$ cat src/rtl/bus_pkg.sv
// Shared types for the bus transaction controller: FSM states, engine selects
// and the layout of a buffered command.
package bus_pkg;

    typedef enum logic [1:0] {IDLE, SETUP, REQ, RSP} state_t;

    localparam logic [2:0] SEL_UART = 3'b001;
    localparam logic [2:0] SEL_SPI  = 3'b010;
    localparam logic [2:0] SEL_I2C  = 3'b100;

    localparam int SEL_W_DEF  = 3;
    localparam int ADDR_W_DEF = 7;
    localparam int DATA_W_DEF = 8;

    // Default-width command record; the top re-declares it at its own widths.
    typedef struct packed {
        logic [SEL_W_DEF-1:0]  sel;
        logic [ADDR_W_DEF-1:0] addr;
        logic [DATA_W_DEF-1:0] data;
        logic                  rw;
    } cmd_entry_t;

endpackage

$ cat src/rtl/bus_cmd_fifo.sv
// Show-ahead synchronous FIFO for pending commands; head is readable
// combinationally so the controller can pop and register in one cycle.
module bus_cmd_fifo #(
    parameter int WIDTH = 19,
    parameter int DEPTH = 4
) (
    input  logic                     clk,
    input  logic                     rst_n,
    input  logic                     push,
    input  logic [WIDTH-1:0]         wdata,
    input  logic                     pop,
    output logic [WIDTH-1:0]         rdata,
    output logic                     full,
    output logic                     empty,
    output logic [$clog2(DEPTH):0]   count
);

    localparam int AW = $clog2(DEPTH);

    logic [WIDTH-1:0] mem [DEPTH];
    logic [AW-1:0]    wr_ptr, rd_ptr;
    logic             do_push, do_pop;

    assign full    = (count == (AW+1)'(DEPTH));
    assign empty   = (count == '0);
    assign do_push = push & ~full;
    assign do_pop  = pop & ~empty;
    assign rdata   = mem[rd_ptr];

    // Pointers are exactly AW bits wide so they wrap modulo DEPTH for free.
    always_ff @(posedge clk or negedge rst_n) begin
        if (!rst_n) begin
            wr_ptr <= '0;
            rd_ptr <= '0;
            count  <= '0;
        end else begin
            if (do_push) wr_ptr <= wr_ptr + 1'b1;
            if (do_pop)  rd_ptr <= rd_ptr + 1'b1;
            case ({do_push, do_pop})
                2'b10:   count <= count + 1'b1;
                2'b01:   count <= count - 1'b1;
                default: count <= count;
            endcase
        end
    end

    always_ff @(posedge clk) begin
        if (do_push) mem[wr_ptr] <= wdata;
    end

endmodule

$ cat src/rtl/bus_txn_ctrl.sv
// Buffers engine commands and issues them one at a time over a req/ack
// handshake with timeout, returning a response record per command.
module bus_txn_ctrl
    import bus_pkg::*;
#(
    parameter int ADDR_W  = ADDR_W_DEF,
    parameter int DATA_W  = DATA_W_DEF,
    parameter int SEL_W   = SEL_W_DEF,
    parameter int DEPTH   = 4,
    parameter int TIMEOUT = 255
) (
    input  logic                     clk,
    input  logic                     rst_n,
    input  logic                     cmd_valid,
    output logic                     cmd_ready,
    input  logic [SEL_W-1:0]         cmd_sel,
    input  logic [ADDR_W-1:0]        cmd_addr,
    input  logic [DATA_W-1:0]        cmd_data,
    input  logic                     cmd_rw,
    output logic [SEL_W-1:0]         select_p,
    output logic [ADDR_W-1:0]        address,
    output logic [DATA_W-1:0]        data,
    output logic                     rw,
    output logic                     req,
    input  logic                     ack,
    input  logic                     err,
    input  logic [DATA_W-1:0]        received_data,
    output logic                     rsp_valid,
    input  logic                     rsp_ready,
    output logic [DATA_W-1:0]        rsp_data,
    output logic                     rsp_err,
    output logic                     rsp_timeout,
    output logic                     busy,
    output logic [$clog2(DEPTH):0]   fifo_count
);

    localparam int EW = SEL_W + ADDR_W + DATA_W + 1;
    localparam int TW = (TIMEOUT > 1) ? $clog2(TIMEOUT) : 1;

    typedef struct packed {
        logic [SEL_W-1:0]  sel;
        logic [ADDR_W-1:0] addr;
        logic [DATA_W-1:0] data;
        logic              rw;
    } entry_t;

    state_t          state;
    entry_t          push_ent, head;
    logic            rst_done, full, empty, pop, head_ok, tmo_hit;
    logic [TW-1:0]   tmo_cnt;

    assign push_ent  = '{sel: cmd_sel, addr: cmd_addr, data: cmd_data, rw: cmd_rw};
    // Held low while in reset and for the first cycle after release.
    assign cmd_ready = rst_done & ~full;
    assign pop       = (state == IDLE) & ~empty;
    assign head_ok   = (head.sel != '0) && ((head.sel & (head.sel - 1'b1)) == '0);
    assign tmo_hit   = (tmo_cnt == TW'(TIMEOUT - 1));
    assign busy      = (state != IDLE) | ~empty;

    bus_cmd_fifo #(.WIDTH(EW), .DEPTH(DEPTH)) u_fifo (
        .clk   (clk),
        .rst_n (rst_n),
        .push  (cmd_valid & cmd_ready),
        .wdata (push_ent),
        .pop   (pop),
        .rdata (head),
        .full  (full),
        .empty (empty),
        .count (fifo_count)
    );

    always_ff @(posedge clk or negedge rst_n) begin
        if (!rst_n) begin
            state       <= IDLE;
            rst_done    <= 1'b0;
            select_p    <= '0;
            address     <= '0;
            data        <= '0;
            rw          <= 1'b0;
            req         <= 1'b0;
            rsp_valid   <= 1'b0;
            rsp_data    <= '0;
            rsp_err     <= 1'b0;
            rsp_timeout <= 1'b0;
            tmo_cnt     <= '0;
        end else begin
            rst_done <= 1'b1;
            case (state)
                IDLE: begin
                    if (!empty) begin
                        address <= head.addr;
                        data    <= head.data;
                        rw      <= head.rw;
                        if (head_ok) begin
                            select_p <= head.sel;
                            state    <= SETUP;
                        end else begin
                            rsp_valid   <= 1'b1;
                            rsp_err     <= 1'b1;
                            rsp_timeout <= 1'b0;
                            rsp_data    <= '0;
                            state       <= RSP;
                        end
                    end
                end
                SETUP: begin
                    req     <= 1'b1;
                    tmo_cnt <= '0;
                    state   <= REQ;
                end
                REQ: begin
                    // err beats ack, and either beats a same-cycle timeout.
                    if (err) begin
                        rsp_err  <= 1'b1;
                        rsp_data <= '0;
                    end else if (ack) begin
                        rsp_err  <= 1'b0;
                        rsp_data <= rw ? received_data : '0;
                    end else if (tmo_hit) begin
                        rsp_err     <= 1'b1;
                        rsp_timeout <= 1'b1;
                        rsp_data    <= '0;
                    end else begin
                        tmo_cnt <= tmo_cnt + 1'b1;
                    end
                    if (err || ack || tmo_hit) begin
                        req       <= 1'b0;
                        rsp_valid <= 1'b1;
                        state     <= RSP;
                    end
                end
                RSP: begin
                    if (rsp_ready) begin
                        rsp_valid   <= 1'b0;
                        rsp_err     <= 1'b0;
                        rsp_timeout <= 1'b0;
                        state       <= IDLE;
                    end
                end
                default: state <= IDLE;
            endcase
        end
    end

endmodule

$ cat config.mk
export PLATFORM = sky130hd
export DESIGN_NAME = bus_txn_ctrl
export DESIGN_NICKNAME = d
export VERILOG_FILES = /design/src/rtl/bus_pkg.sv /design/src/rtl/bus_cmd_fifo.sv /design/src/rtl/bus_txn_ctrl.sv
export SDC_FILE = /design/constraint.sdc
export NUM_CORES = 1
export LEC_CHECK = 0
export BUFFER_PORTS_ARGS = -buffer_cell sky130_fd_sc_hd__buf_2
export CAP_MARGIN = 20
export CORE_MARGIN = 3
export CORE_UTILIZATION = 45
export CTS_CLUSTER_DIAMETER = 40
export CTS_CLUSTER_SIZE = 16
export DETAILED_ROUTE_END_ITERATION = 8
export GPL_ROUTABILITY_DRIVEN = 0
export SETUP_SLACK_MARGIN = 0.2
export SYNTH_ARGS = -nofsm -noshare
export SYNTH_HDL_FRONTEND = slang
export SYNTH_SLANG_ARGS = --single-unit
$ cat constraint.sdc
create_clock -name clk -period 3.15 [get_ports clk]
set_input_delay 0.63 -clock clk [delete_from_list [all_inputs] [get_ports clk]]
set_output_delay 0.63 -clock clk [all_outputs]
set_load 0.01 [all_outputs]
== After elaboration in Yosys (flattened, before gate mapping) ==
Memories as Yosys holds them, arrays and structs flattened.
Cells that the tools add are included.

* Bits in writable memories: 76
* Memories kept: 1
* Register bits after elaboration: 49
* Bits of input ports: 33
* Latch bits: 0
* Word-level logic and storage cells: 103
* Bits in read-only memories: 0
* Output and inout bits: 36

{| class="wikitable"
|+ Memory list
! name !! depth !! width !! read ports !! clocked after memory_dff !! write ports !! RTL line !! source
|-
| u_fifo.mem || 4 || 19 || 1 || 0 || 1 || bus_cmd_fifo.sv:20 || <nowiki>logic [WIDTH-1:0] mem [DEPTH];</nowiki>
|}

* Add/sub/neg operators: 6
* Bitwise gates (word level): 9
* Reduce and logical (&&, ||, !) cells: 21
* Mux-type cells: 35
* Equal/unequal tests: 16
* Div/mod/pow operators: 0
* Order comparisons: 0
* Shifts and indexed selects: 0
* Multipliers: 0

{| class="wikitable"
|+ Operators with widths
! operator !! count
|-
| 8-bit 2-to-1 mux || 9
|-
| 8-bit case mux with 2 select lines || 2
|-
| 2-bit inequality test, second input constant || 8
|-
| 1-bit 2-to-1 mux || 14
|-
| 5-bit AND reduction || 2
|-
| 1-bit case mux with 3 select lines || 3
|-
| 8-bit by 1-bit adder with 8-bit output, second input constant || 1
|-
| 8-bit equality test, second input constant || 1
|-
| 2-bit 2-to-1 mux || 4
|-
| 2-bit case mux with 4 select lines || 1
|-
| 4-bit AND reduction || 2
|-
| 2-bit nonzero test || 4
|-
| 7-bit AND reduction || 1
|-
| 2-bit equality test, second input constant || 3
|-
| 3-bit zero test || 2
|-
| 3-bit case mux with 2 select lines || 1
|-
| 3-bit AND reduction || 2
|-
| 3-bit nonzero test || 2
|-
| 3-bit by 1-bit subtractor with 3-bit output, second input constant || 2
|-
| 1-bit AND || 5
|-
| 2-bit by 1-bit adder with 2-bit output, second input constant || 2
|-
| 2-bit by 1-bit equality test with 1-bit output, second input constant || 2
|-
| 4-bit inequality test, second input constant || 1
|-
| 2-bit AND reduction || 2
|-
| other kinds (9) || 11
|}

== Longest topological paths before layout ==
Gate-level depths: netlist of run 1.
An unclocked memory read counts as a cell.

* Word-level depth: 8
* Depth in mapped cells: 11
* Depth with buffers taken out: 10

== Cells and area by module ==
A second synthesis of run 1 with hierarchy kept.

* Cells, all modules: 304
* Area total of the unflattened synthesis: 5186.2 um^2

{| class="wikitable"
|+ Modules (own cells, without submodules)
! module !! sequential area each (um^2) !! area an instance (um^2) !! instances !! cells each
|-
| bus_cmd_fifo || 2457.4 || 3185.6 || 1 || 136
|-
| bus_txn_ctrl || 1051.0 || 2000.7 || 1 || 168
|}

== Worst setup path after synthesis of run 1 ==
No wires, ideal clock.

* Path kind: register -> register
* Start point: reg state[0]
* End point: reg u_fifo.count[2]
* Stages on the path, launching flop included: 12
* Arrival: 2.470 ns
* Slack: 0.601 ns
* Setup time: 0.079 ns
* Period minus slack after synthesis: 2.549 ns
* Data required time: 3.071 ns
* Path buffers: 1
* Path through: dfrtp_1 -> inv_1 -> ha_1 -> nand2_1 -> clkinv_1 -> clkbuf_1 -> ha_1 -> inv_1 -> fa_1 -> xor2_1 -> nor2_1 -> xor2_1

* Longest elaborated chain between the ends: 5
* Elaborated cells on any way between the ends: 7
* Classes of those cells: eq/ne (2); mux (1); bitwise (2); reduce/logical (2)

{| class="wikitable"
|+ RTL lines
! what !! RTL line !! source
|-
| from (decl) || bus_txn_ctrl.sv:47 || <nowiki>state_t state;</nowiki>
|-
| from (signal assigned) || bus_txn_ctrl.sv:74 || <nowiki>state <= IDLE;</nowiki>
|-
| from (signal assigned) || bus_txn_ctrl.sv:96 || <nowiki>state <= SETUP;</nowiki>
|-
| from (signal assigned) || bus_txn_ctrl.sv:102 || <nowiki>state <= RSP;</nowiki>
|-
| 2-bit zero test * || bus_txn_ctrl.sv:55 || <nowiki>assign pop = (state == IDLE) & ~empty;</nowiki>
|-
| 1-bit AND * || bus_txn_ctrl.sv:55 ||
|-
| net pop || bus_txn_ctrl.sv:49 || <nowiki>logic rst_done, full, empty, pop, head_ok, tmo_hit;</nowiki>
|-
| 1-bit AND * || bus_cmd_fifo.sv:27 || <nowiki>assign do_pop = pop & ~empty;</nowiki>
|-
| 2-bit by 1-bit equality test with 1-bit output or 2-bit equality test (tied branches) || bus_cmd_fifo.sv:39 || <nowiki>case ({do_push, do_pop})</nowiki>
|-
| 3-bit case mux with 2 select lines or 2-bit nonzero test (tied branches) || n/a ||
|-
| to (signal assigned) || bus_cmd_fifo.sv:40 || <nowiki>2'b10: count <= count + 1'b1;</nowiki>
|-
| to (signal assigned) || bus_cmd_fifo.sv:41 || <nowiki>2'b01: count <= count - 1'b1;</nowiki>
|-
| to (signal assigned) || bus_cmd_fifo.sv:42 || <nowiki>default: count <= count;</nowiki>
|-
| to (decl) || bus_cmd_fifo.sv:15 || <nowiki>output logic [$clog2(DEPTH):0] count</nowiki>
|}

Mark *: on every way through the listed nets, which the timed path passes. The rest lies on a longest branch.
A chain may end at the register's enable or synchronous reset.

== Worst setup path in the final report of run 1 ==
* Start point: reg u_fifo.rd_ptr[0]
* End point: reg rsp_data[5]

* Longest elaborated chain between the ends: 7
* Elaborated cells on any way between the ends: 8
* Classes of those cells: add/sub (1); eq/ne (1); bitwise (1); reduce/logical (4); memory (1)

{| class="wikitable"
|+ RTL lines
! what !! RTL line !! source
|-
| from (decl) || bus_cmd_fifo.sv:21 || <nowiki>logic [AW-1:0] wr_ptr, rd_ptr;</nowiki>
|-
| from (signal assigned) || bus_cmd_fifo.sv:38 || <nowiki>if (do_pop) rd_ptr <= rd_ptr + 1'b1;</nowiki>
|-
| memory 4 x 19 bit * || n/a ||
|-
| 3-bit by 1-bit subtractor with 3-bit output || bus_txn_ctrl.sv:56 || <nowiki>assign head_ok = (head.sel != '0) && ((head.sel & (head.sel - 1'b1)) == '0);</nowiki>
|-
| 3-bit AND || bus_txn_ctrl.sv:56 ||
|-
| 3-bit zero test || bus_txn_ctrl.sv:56 ||
|-
| 1-bit logical AND * || bus_txn_ctrl.sv:56 ||
|-
| 2-bit inequality test (no source line) * || n/a ||
|-
| 4-bit AND reduction (no source line) * || n/a ||
|-
| to (signal assigned) || bus_txn_ctrl.sv:118 || <nowiki>rsp_data <= rw ? received_data : '0;</nowiki>
|-
| to (decl) || bus_txn_ctrl.sv:30 || <nowiki>output logic [DATA_W-1:0] rsp_data,</nowiki>
|}

Mark *: on every way between the ends. The rest lies on a longest branch, timed or not.

==> impl_metrics.env, run 1 <==
export IMPL_run_status="completed"
export IMPL_clockPowerShare=0.331
export IMPL_seqPwrFrac=0.377
export IMPL_io_buffer_count=68
export IMPL_power_ir_vdd_worst_mv=0.677
export IMPL_initial_core_utilization=0.468
export IMPL_fp_coreArea_um2=11000
export IMPL_slowest_delay_ps=710
export IMPL_cts_htree_levels=4
export IMPL_cts_made_buffers=17
export IMPL_layout_nets=476
export IMPL_clk_transition_reported_paths_ps=50
export IMPL_power_net_switching_w=0.00185
export IMPL_clock_sinks=125
export IMPL_grt_max_degree=35
export IMPL_detail_route_wirelength_um=9710
export IMPL_syn2layout_area_growth_pct=22.5
export IMPL_timing_final_max_slew_violations=0
export IMPL_worstSetupEndpointType="flip-flop"
export IMPL_crit_path_top_delay_cell="sky130_fd_sc_hd__mux4_1"
export IMPL_flip_flop_and_latch_count_after_synthesis=125
export IMPL_hold_path_class="input port to asynchronous set/reset pin"
export IMPL_setup_violations_final=0
export IMPL_portion_of_netlist_area_occupied_by_mux_cells=0.118
export IMPL_start_kind="flip-flop"
export IMPL_power_density_cell_area_nw_per_um2=960
export IMPL_power_static_leakage_nw=2.65
export IMPL_worst_ep_required_time_ps=3480
export IMPL_ys_dominant_reg_cell="sky130_fd_sc_hd__edfxtp_1"
export IMPL_antennaDiodeCount=0
export IMPL_yosys_warnings=0
export IMPL_largest_family_of_logic_cells_by_synthesized_area="multiplexers"
export IMPL_post_synth_cell_area_avg_um2=15.1
export IMPL_worst_clock_skew_ps=7.03
export IMPL_synth_yosys_seq_area_share=0.682
export IMPL_synth_adder_area_share=0.0355
export IMPL_worst_skew_pair_late_latency_ps=410
export IMPL_rsz0062_at_grt="no"
export IMPL_grt_antenna_before_repair=0
export IMPL_cp_arrival_ps=2950
export IMPL_placed_area_um2=5690
export IMPL_share_comb_of_total_power=0.292
export IMPL_crit_path_max_fanout=9
export IMPL_fp_dieW_um=113
export IMPL_dp_final_hpwl_um=6080
export IMPL_synth_async_sr_flop_share=0.392
export IMPL_layout_drive_gt1_share=0.283
export IMPL_globalRouteOverflowTotal=0
export IMPL_rows=38
export IMPL_die_height_um=113
export IMPL_synth_nets=387
export IMPL_switching_share=0.307
export IMPL_final_period_utilization=0.831
export IMPL_die_area_um2=12700
export IMPL_grt_first_pass_wirelength_um=15700
export IMPL_min_period_ps=2620
export IMPL_route_vias_total=2965
export IMPL_critPathKind="flip-flop to flip-flop"
export IMPL_postSynthCellCount=340
export IMPL_first_pass_iters=5
export IMPL_worstMarginPinSlew_ps=793
export IMPL_first_global_vias=3008
export IMPL_gr_usage_all_layers=0.164
export IMPL_crit_path_cell_trace="mux4_1, or3b_4, o21ai_2, o31ai_4, mux2i_1"
export IMPL_postLayoutCellArea_um2=6300
export IMPL_cell_internal_pwr_w=0.00420
export IMPL_headroom_to_the_max_slew_limit=0.467
export IMPL_cts_path_max_buffers=2
export IMPL_fin_hold_ws_ps=121
export IMPL_detail_route_vias_per_cell=5.09
export IMPL_number_of_drc_violations_after_detailed_routing_iteration_0=139
export IMPL_wire_per_inst_um=16.7
export IMPL_drt_drc_violations_left=0
export IMPL_synth_edf_count=76
export IMPL_report_final_hold_viol_count=0
export IMPL_fmax_mhz=382
export IMPL_max_cap_violations=0
export IMPL_post_synth_num_cell_types=40
export IMPL_synth_simple_gate_area_share=0.0895
export IMPL_timing_critical_path_buf_inv=0
export IMPL_clock_tree_from_tritoncts="built"
export IMPL_setup_tns_final_ps=0
export IMPL_synth_area_um2=5140
export IMPL_postCtsSetupRepairBufs=0
export IMPL_cts_repair_resize_count=0
export IMPL_route_antenna_remaining_nets=0
export IMPL_synth_xor_area_share=0.0219
export IMPL_synth_compound_area_frac=0.0292
export IMPL_io_pins=69
export IMPL_cts_hold_buffers=0
export IMPL_clockRootBuffer="sky130_fd_sc_hd__clkbuf_16"
export IMPL_cpLargestDelayFamily="multiplexers"
## worst register-to-register path, delay by kind of cell (launching register included)
family / cells / cell delay (ps)
simple gates: 1 / 290
flops: 1 / 630
mux: 2 / 970
compound gates: 2 / 640
## power groups by stage
stage | registers, W | logic [W] | clock network [W]
5_1_grt | 0.00232 | 0.00199 | 0.00212
4_1_cts | 0.00229 | 0.00180 | 0.00204
2_1_floorplan | 0.00234 | 0.00120 | 0
3_3_place_gp | 0.00231 | 0.00176 | 0
6_report | 0.00228 | 0.00176 | 0.00200
3_5_place_dp | 0.00232 | 0.00179 | 0
## placed cells by master, fill, tap and decap left out, drive strengths merged, types with 7 or more instances in the layout
cell    synthesis  layout
dfrtp          49      49
mux4           19      19
o21ai          12      12
nor2            7       7
edfxtp         76      76
buf             3      77
nand2          68      68
xnor2           7       7
inv            21      22
mux2i           9       9
ha             13      13
clkbuf          4      21
## synth_stat cells (2+ instances only)
cell	n	area share
sky130_fd_sc_hd__dfrtp_1	49	0.24
sky130_fd_sc_hd__nand3_1	5	0.0049
sky130_fd_sc_hd__nand2_1	68	0.050
sky130_fd_sc_hd__clkbuf_1	4	0.0029
sky130_fd_sc_hd__mux2i_1	9	0.018
sky130_fd_sc_hd__edfxtp_1	76	0.44
sky130_fd_sc_hd__o21ai_0	11	0.011
sky130_fd_sc_hd__nor3_1	5	0.0049
sky130_fd_sc_hd__nand3b_1	2	0.0029
sky130_fd_sc_hd__mux2_2	5	0.011
sky130_fd_sc_hd__mux4_2	10	0.044
sky130_fd_sc_hd__xor2_1	5	0.0085
sky130_fd_sc_hd__inv_1	21	0.015
sky130_fd_sc_hd__a21oi_1	4	0.0039
sky130_fd_sc_hd__mux4_1	9	0.046
sky130_fd_sc_hd__nand2b_1	2	0.0024
sky130_fd_sc_hd__nor2_1	7	0.0051
sky130_fd_sc_hd__nand4_1	3	0.0037
sky130_fd_sc_hd__and3_1	5	0.0061
sky130_fd_sc_hd__ha_1	13	0.032
sky130_fd_sc_hd__or3_1	2	0.0024
sky130_fd_sc_hd__xnor2_1	6	0.010
sky130_fd_sc_hd__buf_1	2	0.0015
## path summary, 6_finish.rpt
| check | to | cells past startpoint | slack [ps] | from |
|---|---|---|---|---|
| max | rsp_data[5] | 5 | 530 | u_fifo.rd_ptr[0] |
| min | tmo_cnt[5] | 1 | 120 | rst_n |
| max reg2reg | rsp_data[5] | 5 | 530 | u_fifo.rd_ptr[0] |
| min reg2reg | data[6] | 2 | 470 | data[6] |
| max in group asynchronous | data[4] | 2 | 2220 | rst_n |
| min in group clk | u_fifo.mem[2][12] | 1 | 430 | cmd_addr[3] |
## state kept, by name, indices dropped and copies added (netlist names), 3 cells and up
name / count
tmo_cnt: 8
select_p: 3
address: 7
rsp_data: 8
u_fifo.count: 3
data: 8
u_fifo.mem: 76
## metal layers
metal  up-vias  global-route usage  part of all wire
li1       1406                   -                 -
met1      1455               0.202              0.43
met2        84               0.264              0.50
met3        20              0.0615             0.057
met4         0              0.0665             0.017
met5         -                   0                 0
## stage by stage
| stage | worst slack, ps | total power (W) | cells | util |
|---|---|---|---|---|
| after floorplan | 601 | 0.00354 | 340 | - |
| after global placement | 591 | 0.00407 | 550 | 0.518 |
| after detailed placement | 502 | 0.00411 | 550 | 0.518 |
| after CTS | 477 | 0.00613 | 582 | 0.574 |
| after global routing | 355 | 0.00642 | 582 | 0.574 |
| final | 532 | 0.00605 | 582 | 0.574 |
## final cells by class
class | instances | area [um^2]
sequential | 125 | 3510
fill | 873 | 4680
clock inverter | 11 | 168
tap | 140 | 175
timing repair buffer | 77 | 408
clock buffer | 21 | 440
inverter | 22 | 82.6
multi-input combinational | 186 | 1520
## cells by family after synthesis
family	count (synthesis)
AOI/OAI and AO/OA	22
xor gates and xnor gates	12
other	1
adders and majority gates	14
DFF	125
and+or+nand+nor	104
buffers and inverters	29
muxes	33
(Power assumes the default switching activity.)
==> inputs of run 2 (changes only) <==
==> constraint.sdc (replaced) <==
create_clock -name clk -period 2.7 [get_ports clk]
set_input_delay 0.54 -clock clk [delete_from_list [all_inputs] [get_ports clk]]
set_output_delay 0.54 -clock clk [all_outputs]
set_load 0.01 [all_outputs]
==> run 2 against run 1 <==
Clock skew grew 0.70 ps. Global-route usage up 0.25 points. Final cell count is 0.69% higher. Worst setup slack got worse by 190 ps. Critical path depth stayed put. Routed wire length grew 1.6%. Non-clock buffer count is 4 higher. Clock power grew 19%. Sequential share of layout area decreased by 0.55 points. Flip-flop and latch count did not move. Register-to-register slack lost 190 ps.
==> impl_metrics.env, run 2 (synthesis results as in run 1) <==
export IMPL_run_status="completed"
export IMPL_headroom_to_the_max_slew_limit=0.615
export IMPL_worst_clock_skew_ps=7.73
export IMPL_crit_start="u_fifo.rd_ptr[0]"
export IMPL_drt_drc_violations_left=0
export IMPL_clock_sinks=125
export IMPL_layout_common_cells="sky130_fd_sc_hd__edfxtp_1 (76), sky130_fd_sc_hd__nand2_1 (68), sky130_fd_sc_hd__buf_2 (68), sky130_fd_sc_hd__dfrtp_1 (49), sky130_fd_sc_hd__inv_1 (21)"
export IMPL_rsz0062_at_grt="no"
export IMPL_timing_final_max_slew_violations=0
export IMPL_crit_path_max_fanout=7
export IMPL_number_of_drc_violations_after_detailed_routing_iteration_0=196
export IMPL_die_height_um=113
export IMPL_worstMarginPinSlew_ps=578
export IMPL_worst_ep_required_time_ps=2990
export IMPL_cts_htree_levels=4
export IMPL_gr_usage_all_layers=0.167
export IMPL_largest_register_ff_count=76
export IMPL_wire_per_inst_um=16.8
export IMPL_hold_start="cmd_addr[1]"
export IMPL_cts_path_max_buffers=2
export IMPL_cts_made_buffers=17
export IMPL_fmax_mhz=423
export IMPL_fp_coreArea_um2=11000
export IMPL_timing_critical_path_buf_inv=0
export IMPL_layout_cells_non_filler=586
export IMPL_slowest_delay_ps=690
export IMPL_fp_dieW_um=113
export IMPL_final_period_utilization=0.875
export IMPL_dp_final_hpwl_um=6230
export IMPL_clockRootBuffer="sky130_fd_sc_hd__clkbuf_16"
export IMPL_largest_register="u_fifo.mem"
export IMPL_report_final_hold_viol_count=0
export IMPL_filler_cell_count=847
export IMPL_initial_core_utilization=0.468
export IMPL_clk_transition_reported_paths_ps=60
export IMPL_io_pins=69
export IMPL_first_global_vias=3081
export IMPL_route_vias_total=2991
export IMPL_total_power_w=0.00717
export IMPL_worstSetupEndpointType="flip-flop"
export IMPL_setup_slack_after_placement_ps=190
export IMPL_rows=38
export IMPL_globalRouteOverflowTotal=0
export IMPL_max_cap_violations=0
export IMPL_critPathKind="flip-flop to flip-flop"
export IMPL_clock_tree_from_tritoncts="built"
export IMPL_grt_antenna_before_repair=0
export IMPL_power_density_cell_area_nw_per_um2=1130
export IMPL_fin_ws_ps=338
export IMPL_route_antenna_remaining_nets=0
export IMPL_first_pass_iters=4
export IMPL_setup_tns_final_ps=0
export IMPL_crit_path_top_delay_cell="sky130_fd_sc_hd__mux4_1"
export IMPL_die_area_um2=12700
export IMPL_detail_route_wirelength_um=9870
export IMPL_layout_nets=480
export IMPL_power_static_leakage_nw=2.68
export IMPL_most_common_cell_after_layout_fill_and_taps_aside="sky130_fd_sc_hd__edfxtp_1"
export IMPL_numPlacedInstances=552
export IMPL_io_buffer_count=68
export IMPL_min_period_ps=2360
export IMPL_hold_path_class="input port to flip-flop"
export IMPL_start_kind="flip-flop"
export IMPL_detail_route_vias_per_cell=5.10
export IMPL_cpLargestDelayFamily="multiplexers"
export IMPL_grt_first_pass_wirelength_um=16100
export IMPL_worst_skew_pair_late_latency_ps=410
export IMPL_antennaDiodeCount=0
export IMPL_layout_drive_gt1_share=0.287
export IMPL_crit_path_cell_trace="mux4_1, or3b_4, o211ai_2, a21oi_1, mux2_2"
export IMPL_crit_reg2reg_launch="u_fifo.rd_ptr[0]"
export IMPL_grt_max_degree=44
export IMPL_setup_violations_final=0
export IMPL_power_ir_vdd_worst_mv=0.622
export IMPL_syn2layout_area_growth_pct=23.7
export IMPL_cts_repair_resize_count=0
export IMPL_cp_arrival_ps=2650
-- run 2: metrics by stage --
stage           util  hold slack (ps)  area [um^2]
5_1_grt        0.579              333         6360
3_3_place_gp   0.520              378         5710
3_5_place_dp   0.520              385         5710
6_report       0.579              346         6360
4_1_cts        0.579              328         6360
2_1_floorplan      -              244         5140
-- run 2: cell type report --
cell class	instances	area, um^2	area share
clock buffer	22	464	0.0730
clock inverter	10	161	0.0254
inverter	22	82.6	0.0130
multi-input combinational	186	1520	0.239
sequential	125	3510	0.551
tap	140	175	0.0275
timing repair buffer	81	453	0.0712
-- run 2: per-layer routing --
metal	GRT usage	vias to the layer above	wire length (um)
li1	-	1418	-
met1	0.209	1490	4270
met2	0.269	71	4880
met3	0.0594	12	591
met4	0.0601	0	133
met5	0	-	0
-- run 2: final timing paths --
check	depth (start not counted)	slack (ps)	to
setup / recovery	5	340	rsp_err
min in group asynchronous	2	520	data[4]
hold reg to reg	2	470	data[3]
hold / removal	1	350	u_fifo.mem[0][10]
max in group asynchronous	3	1370	rsp_data[6]
setup reg to reg	5	340	rsp_err
-- run 2: timing repair --
item | in CTS | in global routing
endpoints found under the setup margin | 4 | 0
buffers inserted | 1 | 0
hold buffers | 1 | 0
hold endpoints to repair | 6 | 0
-- run 2: report_power, final --
| part | total (W) | leakage, nW | internal (W) | switching, W |
|---|---|---|---|---|
| logic | 0.00213 | 1.07 | 0.000966 | 0.00117 |
| clock network | 0.00238 | 0.298 | 0.00159 | 0.000786 |
| registers | 0.00266 | 1.31 | 0.00243 | 0.000225 |
